## config.mk

```make
export PLATFORM = sky130hd
export DESIGN_NAME = ps2_digit_tx
export DESIGN_NICKNAME = d
export VERILOG_FILES = /design/src/rtl/ps2_pkg.sv /design/src/rtl/ps2_frame_tx.sv /design/src/rtl/ps2_digit_tx.sv
export SDC_FILE = /design/constraint.sdc
export NUM_CORES = 1
export LEC_CHECK = 0
export BUFFER_PORTS_ARGS = -buffer_cell sky130_fd_sc_hd__buf_2
export CORE_MARGIN = 2
export CORE_UTILIZATION = 61
export CTS_CLUSTER_DIAMETER = 120
export DETAILED_ROUTE_END_ITERATION = 16
export PLACE_DENSITY_LB_ADDON = 0.08
export SYNTH_ARGS = -nofsm -noshare
export SYNTH_HDL_FRONTEND = slang
export SYNTH_HIERARCHICAL = 1
export SYNTH_SLANG_ARGS = --single-unit
```

## constraint.sdc

```tcl
create_clock -name clk -period 2.9 [get_ports clk]
set_input_delay 0.58 -clock clk [delete_from_list [all_inputs] [get_ports clk]]
set_output_delay 0.58 -clock clk [all_outputs]
set_load 0.02 [all_outputs]
```

## src/rtl/ps2_pkg.sv

```systemverilog
// Shared PS/2 definitions: set-2 digit scancodes, frame geometry
// and the transmit FSM state type.
package ps2_pkg;

  localparam logic [7:0] SC_0 = 8'h45;
  localparam logic [7:0] SC_1 = 8'h16;
  localparam logic [7:0] SC_2 = 8'h1E;
  localparam logic [7:0] SC_3 = 8'h26;
  localparam logic [7:0] SC_4 = 8'h25;
  localparam logic [7:0] SC_5 = 8'h2E;
  localparam logic [7:0] SC_6 = 8'h36;
  localparam logic [7:0] SC_7 = 8'h3D;
  localparam logic [7:0] SC_8 = 8'h3E;
  localparam logic [7:0] SC_9 = 8'h46;

  localparam logic [7:0] SC_BREAK = 8'hF0;

  localparam int FRAME_BITS = 11;
  localparam logic [3:0] STOP_IDX = 4'd10;
  localparam logic [3:0] GAP_IDX  = 4'd11;

  typedef enum logic [1:0] {
    ST_IDLE,
    ST_LOAD,
    ST_SHIFT,
    ST_GAP
  } tx_state_e;

  typedef struct packed {
    logic       ok;
    logic [7:0] code;
  } sc_t;

  function automatic sc_t digit_to_scancode(input logic [3:0] d);
    sc_t r;
    r.ok = 1'b1;
    case (d)
      4'd0:    r.code = SC_0;
      4'd1:    r.code = SC_1;
      4'd2:    r.code = SC_2;
      4'd3:    r.code = SC_3;
      4'd4:    r.code = SC_4;
      4'd5:    r.code = SC_5;
      4'd6:    r.code = SC_6;
      4'd7:    r.code = SC_7;
      4'd8:    r.code = SC_8;
      4'd9:    r.code = SC_9;
      default: begin
        r.code = 8'h00;
        r.ok   = 1'b0;
      end
    endcase
    return r;
  endfunction

endpackage

```

## src/rtl/ps2_frame_tx.sv

```systemverilog
// Single-byte PS/2 device-to-host serializer: 11 bit cells
// followed by one idle gap cell, odd parity generated here.
module ps2_frame_tx
  import ps2_pkg::*;
#(
  parameter int CLK_DIV = 8
) (
  input  logic       clk,
  input  logic       rst_n,
  input  logic       start,
  input  logic [7:0] byte_in,
  output logic       ps2_clk,
  output logic       ps2_data,
  output logic       frame_end,
  output logic       done
);

  localparam int CW = $clog2(CLK_DIV);
  localparam logic [CW-1:0] CNT_MAX = CW'(CLK_DIV - 1);

  logic [CW-1:0]         cnt;
  logic                  low_half;
  logic [3:0]            bit_idx;
  logic [FRAME_BITS-1:0] frame;
  logic                  running;
  logic                  half_end;
  logic                  cell_end;

  assign half_end  = running && (cnt == CNT_MAX);
  assign cell_end  = half_end && low_half;
  assign frame_end = cell_end && (bit_idx == STOP_IDX);
  assign done      = cell_end && (bit_idx == GAP_IDX);

  always_ff @(posedge clk or negedge rst_n) begin
    if (!rst_n) begin
      ps2_clk  <= 1'b1;
      ps2_data <= 1'b1;
      cnt      <= '0;
      low_half <= 1'b0;
      bit_idx  <= '0;
      frame    <= '1;
      running  <= 1'b0;
    end else if (start) begin
      frame    <= {1'b1, ~^byte_in, byte_in, 1'b0};
      ps2_data <= 1'b0;
      ps2_clk  <= 1'b1;
      cnt      <= '0;
      low_half <= 1'b0;
      bit_idx  <= '0;
      running  <= 1'b1;
    end else if (running) begin
      if (!half_end) begin
        cnt <= cnt + 1'b1;
      end else begin
        cnt <= '0;
        if (!low_half) begin
          low_half <= 1'b1;
          // the gap cell keeps the clock line parked high
          ps2_clk  <= (bit_idx == GAP_IDX);
        end else begin
          low_half <= 1'b0;
          ps2_clk  <= 1'b1;
          if (bit_idx == GAP_IDX) begin
            running <= 1'b0;
            bit_idx <= '0;
          end else begin
            bit_idx  <= bit_idx + 4'd1;
            frame    <= {1'b1, frame[FRAME_BITS-1:1]};
            ps2_data <= frame[1];
          end
        end
      end
    end
  end

endmodule

```

## src/rtl/ps2_digit_tx.sv

```systemverilog
// Digit-to-PS/2 keyboard emulator: handshake, code map and
// make/break byte sequencing around ps2_frame_tx.
module ps2_digit_tx
  import ps2_pkg::*;
#(
  parameter int CLK_DIV    = 8,
  parameter bit SEND_BREAK = 1
) (
  input  logic       clk,
  input  logic       rst_n,
  input  logic [3:0] digit,
  input  logic       digit_valid,
  output logic       digit_ready,
  output logic       ps2_clk,
  output logic       ps2_data,
  output logic       busy,
  output logic       err
);

  localparam logic [1:0] LAST_IDX = SEND_BREAK ? 2'd2 : 2'd0;

  tx_state_e  state;
  logic [7:0] code;
  logic [1:0] idx;
  sc_t        sc;
  logic       start;
  logic [7:0] tx_byte;
  logic       frame_end;
  logic       done;

  assign sc      = digit_to_scancode(digit);
  assign start   = (state == ST_LOAD);
  assign tx_byte = (idx == 2'd1) ? SC_BREAK : code;

  ps2_frame_tx #(
    .CLK_DIV (CLK_DIV)
  ) u_frame (
    .clk       (clk),
    .rst_n     (rst_n),
    .start     (start),
    .byte_in   (tx_byte),
    .ps2_clk   (ps2_clk),
    .ps2_data  (ps2_data),
    .frame_end (frame_end),
    .done      (done)
  );

  always_ff @(posedge clk or negedge rst_n) begin
    if (!rst_n) begin
      state       <= ST_IDLE;
      code        <= '0;
      idx         <= '0;
      digit_ready <= 1'b1;
      busy        <= 1'b0;
      err         <= 1'b0;
    end else begin
      err <= 1'b0;
      unique case (state)
        ST_IDLE: begin
          if (digit_valid && digit_ready) begin
            if (sc.ok) begin
              code        <= sc.code;
              idx         <= '0;
              state       <= ST_LOAD;
              digit_ready <= 1'b0;
              busy        <= 1'b1;
            end else begin
              err <= 1'b1;
            end
          end
        end
        ST_LOAD: state <= ST_SHIFT;
        ST_SHIFT: begin
          if (frame_end) state <= ST_GAP;
        end
        ST_GAP: begin
          if (done) begin
            if (idx == LAST_IDX) begin
              state       <= ST_IDLE;
              digit_ready <= 1'b1;
              busy        <= 1'b0;
            end else begin
              idx   <= idx + 2'd1;
              state <= ST_LOAD;
            end
          end
        end
      endcase
    end
  end

endmodule

```

* Word level (Yosys, flattened, before mapping)
Cells that the tools add are included.
** Word-level totals
- Output and inout port bits :: 5
- Register bits :: 37
- Input bits :: 7
** Cells by class
- Multiplexer cells :: 58
- Reductions and logical operators :: 20
- Equal/unequal tests :: 24
- Add/sub/neg operators :: 3
** Operators with widths (count)
- 7-bit case mux with 10 select lines :: 1
- 11-bit 2-to-1 mux :: 5
- 1-bit 2-to-1 mux :: 31
- 4-bit 2-to-1 mux :: 5
- 4-bit by 3-bit == test with 1-bit output (second input constant) :: 4
- 4-bit == test (second input constant) :: 4
- 2-bit 2-to-1 mux :: 8
- 2-bit inequality test (second input constant) :: 7
- 5-bit AND reduction :: 2
- 10-bit OR reduction :: 1
- 3-bit 2-to-1 mux :: 3
- 4-bit by 2-bit == test with 1-bit output (second input constant) :: 2
- 8-bit 2-to-1 mux :: 1
- 2-bit case mux with 4 select lines :: 1
- 4-bit AND reduction :: 2
- 2-bit nonzero test :: 4
- 8-bit XNOR reduction :: 1
- 2-bit == test (second input constant) :: 3
- 3-bit AND reduction :: 2
- 1-bit logical AND :: 5
- 4-bit by 1-bit adder with 4-bit output (second input constant) :: 1
- 2-bit by 1-bit == test with 1-bit output (second input constant) :: 2
- 4-bit by 1-bit == test with 1-bit output (second input constant) :: 1
- 4-bit logical NOT :: 1
- 7 further kinds :: 8

* Logic depth before layout (Yosys ltp)
Gate-level depths: netlist of the first run.
- Word-level depth :: 6
- Depth in mapped cells :: 9
- Gate-level depth less buffers :: 8

* Cells and area by module
Netlist of the first run, hierarchy kept.
** Modules (own cells, without submodules)
- ps2_frame_tx :: cells an instance 103, seq. area each 514.2 um2, area an instance 1058.5 um2, times used 1
- ps2_digit_tx :: cells an instance 97, seq. area each 351.6 um2, area an instance 938.4 um2, times used 1

* Least setup slack after synthesis of the first run
OpenSTA, ideal clock, no wires.
- Path kind :: flip-flop to flip-flop
- From :: reg u_frame.cnt[0]
- To :: reg state[0]
- Clock period less this slack :: 1.860 ns
- Data arrival time :: 1.782 ns
- Cell stages (with the launch flop) :: 10
- Setup slack :: 1.040 ns
- Cell sequence :: dfrtp_1 -> ha_1 -> ha_1 -> and3_1 -> buf_6 -> and4b_1 -> nor2b_1 -> a2111oi_4 -> and4b_1 -> a21oi_1
** On the way
- Word-level cells in the longest chain between the ends :: 6
- Elaborated cells on any way between the ends :: 8
- Classes of those cells :: eq/ne (3); reduce/logical (5)
** Ends and longest elaborated chain
- start: declaration :: line ps2_frame_tx.sv:21 : logic [CW-1:0] cnt;
- start signal: assignment :: line ps2_frame_tx.sv:53 : cnt <= cnt + 1'b1;
- 3-bit == test :: line ps2_frame_tx.sv:29 : assign half_end = running && (cnt == CNT_MAX);
- 1-bit logical AND :: line ps2_frame_tx.sv:29
- 1-bit logical AND :: line ps2_frame_tx.sv:30 : assign cell_end = half_end && low_half;
- 1-bit logical AND :: line ps2_frame_tx.sv:31 : assign frame_end = cell_end && (bit_idx == STOP_IDX);
- via frame_end :: line ps2_digit_tx.sv:28 : logic frame_end;
- 2-bit inequality test (no line)
- 4-bit AND reduction (no line)
- end signal: assignment :: line ps2_digit_tx.sv:50 : state <= ST_IDLE;
- end signal: assignment :: line ps2_digit_tx.sv:64 : state <= ST_LOAD;
- end signal: assignment :: line ps2_digit_tx.sv:72 : ST_LOAD: state <= ST_SHIFT;
- end: declaration :: line ps2_digit_tx.sv:22 : tx_state_e state;
The timed path passes the listed nets, and every way through them passes these cells.
A chain may end at the register's enable or synchronous reset.

* Worst setup path in the final report of the first run
Ends and elaborated chain as after synthesis.

==> metrics.yaml, run 1 <==
floorplan:
  core_area_mm2: 0.003078
  die_width_um: 61.22
  die_h_um: 61.22
  ioPinCount: 12
  fp.dieArea_mm2: 0.003747
  start_util_pct: 64.88
  rows: 20
worst_setup_path:
  worstPathCellList: "ha_1 -> ha_1 -> and3_1 -> and4b_1 -> nor2b_1 -> a2111oi_4 -> o21ai_0 -> a21oi_1"
  ff2ff_setup_slack_ps: 800
  worst-setup-path-type: "reg2reg"
  crit_fanout: 6
  cp_data_arrival_time_ps: 2370
  cp-start-kind: "flip-flop"
  crit_top_cell: "ha_1"
  cp-end-kind: "flip-flop"
  rr_worst_depth: 8
  crit_slowest_cell: "dfrtp_1"
  required_ps: 3170
  max_stage_delay_ps: 380
  worst_r2r_endpoint: "state[0]"
  crit_start: "u_frame/cnt[0]"
  reg2reg_from: "u_frame/cnt[0]"
detailed_routing:
  drt_pass1_iterations: 4
  via_count: 1429
  drc: 0
  wirelength_um: 3423
  dr.first_iter.drc_count: 73
  post_drt_wl_per_cell_um: 13.48
  antenna_left: 0
  vias_per_cell: 5.626
clock_network:
  cts.sinks: 34
  worstSkewPairLatency_ps: 340
  cts_buffers: 5
  htreeDepth: 2
  clock-root-buffer: "clkbuf_4"
  holdBufCountCts: 0
  cts_tree: "done"
  clk_pin_slew_ps: 100
  cts_resized: 0
  cts_buffer_depth: 2
  cts_setup_buffers: 0
logic_synthesis:
  yosysWarningCount: 6
  synthDistinctLibCells: 48
  ys_dominant_reg_cell: "dfrtp_1"
  synth_edf_count: 0
  ys_ff_latch: 34
  synth.largest_area_cell: "dfrtp_1"
  ys_top_cells_by_area: "dfrtp_1 (28%), dfstp_2 (16%), ha_1 (6.9%), mux2i_1 (5.5%), nand2_1 (3.8%)"
  ys_seq_area_share_pct: 43.36
  synth_nets: 218
  syn_avg_cell_area_um2: 9.985
  ys_top_cells_by_count: "dfrtp_1 (22), nand2_1 (20), o21ai_0 (15), nor2_1 (14), dfstp_2 (12)"
  synth_async_sr_flop_share_pct: 100.0
  synth_top_area_share_pct: 27.57
  synthMostInstantiatedCell: "dfrtp_1"
  synth_cells: 200
  syn_area_mm2: 0.001997
status:
  outcome: "completed"
timing:
  period_needed_ps: 2097
  rsz0062_at_grt: "false"
  setup_viol_count_final: 0
  tightest_slew_ps: 869.7
  drv_slew: 0
  slew_headroom_pct: 42.02
  finClkSkew_ps: 10.66
  fmax_mhz: 476.9
  setup_tns_ps: 0
  finalCritPeriodShare_pct: 72.31
  hold_viol_final: 0
  holdWs_ps: 286.6
cells_and_area:
  syn_to_final_growth_pct: 5.639
  nFillCells: 261
  antenna_cells: 0
  drive_gt1_share_pct: 20.00
  final_nets: 227
place:
  port_buffers: 11
  hpwl_um: 2474
  gp_congestion: 0.7807
global_routing:
  grt_use_total_pct: 21.85
  grt_pass1_vias: 1347
  grt-ovfl-total: 0
  grt_max_degree: 35
  antenna_found_initial: 0
  grt_pass1_wl_um: 5947
power_and_ir_drop:
  p_per_area_mw_per_mm2: 366.8
  peakVddDrop_mv: 0.2071
  power_leakage_nw: 1.007
min_path:
  hp-class: "in2async"
flow_run:
  maxCapViolCount: 0
[cell usage in the layout, fill, tap and decap left out, types with 5 or more instances in the layout]
cell type  netlist  final
dfstp_2         12     12
clkbuf_4         0      5
nand2_1         20     20
ha_1            11     11
inv_1           10     10
buf_2            0     11
mux2i_1         11     11
xnor2_1          7      7
nor2b_1          6      6
dfrtp_1         22     22
a21oi_1          9      9
nand3_1          5      5
nor2_1          14     14
o21ai_0         15     15
[kinds of logic (layout without fill, tap and decap cells)]
kind of cell,count (synthesis),in the layout,synth area share (%)
adder cells (fa/ha/maj),11,11,6.892
AO/OA/AOI/OAI,45,45,16.79
XOR/XNOR,9,9,3.948
buffers and inverters,19,29,4.699
AND/OR/NAND/NOR,71,71,18.80
flip-flops,34,34,43.36
multiplexers,11,11,5.514
[critical path, delay by kind of cell, from the launching register on]
family	cells	cell delay [ps]
flip-flops	1	380
adder cells (fa/ha/maj)	2	400
AO/OA/AOI/OAI	3	590
AND/OR/NAND/NOR	3	670
[cell type report]
| class | count | area [um2] | share of cell area, % |
|---|---|---|---|
| clock buffers | 8 | 58.81 | 2.788 |
| inverters | 10 | 37.54 | 1.779 |
| multi-input cells | 147 | 1037 | 49.17 |
| flip-flops and latches | 34 | 865.8 | 41.04 |
| well taps | 44 | 55.05 | 2.610 |
| repair buffers | 11 | 55.05 | 2.610 |
[per-stage QoR]
stage          area, um2  util (%)  setup WS [ps]  power, mW  cells
6_report            2110     68.54          803.1     0.7739    254
5_1_grt             2110     68.54          583.5     0.8100    254
3_5_place_dp        2051     66.63          837.8     0.5114    246
4_1_cts             2110     68.54          810.5     0.7869    254
3_3_place_gp        2051     66.63          937.1     0.5106    246
2_1_floorplan       1997         -           1040     0.4973    200
[registers in the layout, indices dropped and copies added, names as in the netlist]
signal / cells
err: 1
busy: 1
u_frame/ps2_clk: 1
u_frame/bit_idx: 4
code: 7
u_frame/low_half: 1
u_frame/cnt: 3
u_frame/frame: 10
state: 2
u_frame/running: 1
idx: 2
digit_ready: 1
[routing by layer]
metal	up-vias	part of all wire [%]	track usage, %
li1	720	-	-
met1	680	48	27.77
met5	-	0	0
met4	0	0.99	8.385
met3	5	3.8	6.303
met2	24	47	35.26
[power breakdown]
| part | switching, mW | leakage [nW] | internal (mW) |
|---|---|---|---|
| Combinational | 0.0208 | 0.588 | 0.00680 |
| Clock | 0.152 | 0.0326 | 0.120 |
| Sequential | 0 | 0.386 | 0.475 |
| Total | 0.173 | 1.01 | 0.601 |
[how the worst max path moves through the flow]
stage	cells after the start	slack, ps	end
6_report	8	800	state[0]
5_1_grt	8	580	state[0]
4_1_cts	8	810	state[0]
3_5_place_dp	8	840	state[0]
3_3_place_gp	8	940	state[0]
2_1_floorplan	9	1040	state[0]
Power figures use the tool's default switching activity.
==> inputs of run 2 (changes only) <==
--- a/config.mk
+++ b/config.mk
@@ -7,7 +7,7 @@
 export LEC_CHECK = 0
 export BUFFER_PORTS_ARGS = -buffer_cell sky130_fd_sc_hd__buf_2
 export CORE_MARGIN = 2
-export CORE_UTILIZATION = 61
+export CORE_UTILIZATION = 54
 export CTS_CLUSTER_DIAMETER = 120
 export DETAILED_ROUTE_END_ITERATION = 16
 export PLACE_DENSITY_LB_ADDON = 0.08
==> constraint.sdc (replaced) <==
create_clock -name clk -period 1.7 [get_ports clk]
set_input_delay 0.34 -clock clk [delete_from_list [all_inputs] [get_ports clk]]
set_output_delay 0.34 -clock clk [all_outputs]
set_load 0.02 [all_outputs]
==> run 2 against run 1 <==
Compared with the run above:
- the run now ends with setup timing left
- critical path depth did not move
- sequential power rose by 71%
- largest power group unchanged
- die area rose by 12%
- maximum frequency is 15% higher
- clock power grew 130%
- power increased by 92%
- core utilization up 1.8 points
==> metrics.yaml, run 2 (synthesis gave the netlist of run 1 again) <==
status:
  outcome: "finished, violations left"
  violations: "setup timing"
min_path:
  min_from: "digit[0]"
  whs_path_depth: 2
  hp-class: "in2reg"
  holdPathEnd: "code[5]"
timing:
  finClkSkew_ps: 2.032
  fmax_mhz: 548.9
  setup_viol_count_final: 2
  drv_slew: 0
  finalCritPeriodShare_pct: 107.2
  slew_headroom_pct: 72.87
  finalWorstSetupSlack_ps: -121.9
  rsz0062_at_grt: "true"
  hold_viol_final: 0
  period_needed_ps: 1822
  tightest_slew_ps: 406.9
worst_setup_path:
  cp-start-kind: "flip-flop"
  ff2ff_setup_slack_ps: -120
  required_ps: 1880
  path_buf_inv: 0
  cpLargestDelayFamily: "simple AND/OR/NAND/NOR gates"
  cp_data_arrival_time_ps: 2000
  max_stage_delay_ps: 370
  crit_top_cell: "and4b_1"
  worst-setup-path-type: "reg2reg"
  worstPathCellList: "ha_2 -> ha_4 -> and3_4 -> and4b_1 -> nor2b_2 -> a2111oi_4 -> and4b_1 -> a21oi_1"
  worst_r2r_endpoint: "state[0]"
  crit_slowest_cell: "dfrtp_1"
  reg2reg_from: "u_frame/cnt[1]"
  cp-end-kind: "flip-flop"
  crit_fanout: 4
  rr_worst_depth: 8
global_routing:
  grt_pass1_wl_um: 6706
  grt-ovfl-total: 0
  grt_use_total_pct: 21.36
  grt_pass1_vias: 1519
  antenna_found_initial: 0
  grt_max_degree: 30
cells_and_area:
  multiInputGateArea_mm2: 0.001185
  top_regs: "u_frame/frame: 10 flops, code: 7 flops, u_frame/bit_idx: 4 flops"
  drive_gt1_share_pct: 38.75
  largest_reg_flops: 10
  nFillCells: 276
  final_nets: 257
  largest-register: "u_frame/frame"
  regArea_um2: 865.8
  antenna_cells: 0
  final_cell_mix: "buf_4 (28), dfrtp_1 (22), nand2_1 (20)"
  final_common_cell: "buf_4"
  fin_util_pct: 70.30
  fin_cells: 288
  syn_to_final_growth_pct: 26.94
floorplan:
  start_util_pct: 55.38
  core_area_mm2: 0.003606
  rows: 22
  fp.dieArea_mm2: 0.004200
  ioPinCount: 12
  die_width_um: 64.81
  die_h_um: 64.81
detailed_routing:
  antenna_left: 0
  dr.first_iter.drc_count: 54
  drc: 0
  drt_pass1_iterations: 4
  post_drt_wl_per_cell_um: 13.97
  via_count: 1574
  vias_per_cell: 5.465
  wirelength_um: 4023
power_and_ir_drop:
  peakVddDrop_mv: 0.4119
  p_per_area_mw_per_mm2: 586.1
  total_power_mw: 1.486
  power_leakage_nw: 1.191
clock_network:
  cts_buffer_depth: 2
  clock-root-buffer: "clkbuf_8"
  cts_buffers: 5
  clk_pin_slew_ps: 70
  cts_tree: "done"
  cts.sinks: 34
  htreeDepth: 2
  worstSkewPairLatency_ps: 290
place:
  port_buffers: 11
  hpwl_um: 2843
  place_inst: 274
  gp_congestion: 0.7467
flow_run:
  maxCapViolCount: 0
[run 2: cell type report]
cell class	count	share of cell area, %
clock buffer	7	3.406
clock inverter	1	0.1974
inverter	10	1.481
multi-input combinational	147	46.74
sequential	34	34.16
tap	48	2.369
timing repair buffer	41	11.65
[run 2: through the flow]
stage	cell area (um2)	worst slack, ps	setup TNS (ps)	hold slack [ps]
floorplan	2027	-104.4	-208.6	44.41
global placement	2278	-90.06	-128.7	287.7
detailed placement	2278	-147.0	-438.9	292.8
CTS	2434	-105.2	-196.4	371.0
global route	2535	-218.8	-584.7	397.8
finish	2535	-121.9	-229.5	397.3
[run 2: report_power, final]
group,internal (mW),switching (mW)
logic,0.0193,0.0395
clock network,0.326,0.290
registers,0.810,0
[run 2: worst max path at each step]
stage                               from  endpoint  slack (ps)  cells after the start
after floorplan           u_frame/cnt[0]    idx[0]        -100                      8
after global placement    u_frame/cnt[0]    idx[0]         -90                      8
after detailed placement  u_frame/cnt[1]    idx[0]        -150                      8
after CTS                 u_frame/cnt[1]  state[0]        -110                      8
after global routing      u_frame/cnt[1]  state[0]        -220                      8
final                     u_frame/cnt[1]  state[0]        -120                      8
[run 2: per-layer routing]
metal / track usage, % / routed length (um)
met5: 0 / 0
met4: 10.37 / 75
met3: 6.597 / 149
met2: 36.21 / 2015
met1: 24.35 / 1782
[run 2: worst register-to-register path: cells and delay by family, from the launching register on]
kind / cells / cell delay [ps]
AND/OR/NAND/NOR: 4 / 700
flip-flops: 1 / 370
adder cells (fa/ha/maj): 2 / 340
AO/OA/AOI/OAI: 2 / 300
[run 2: what timing repair did]
item,CTS,global route
pin swaps,3,5
hold buffers,1,0
setup endpoints to repair,6,20
hold endpoints to repair,15,0
setup buffers,3,3
resized for setup,8,16
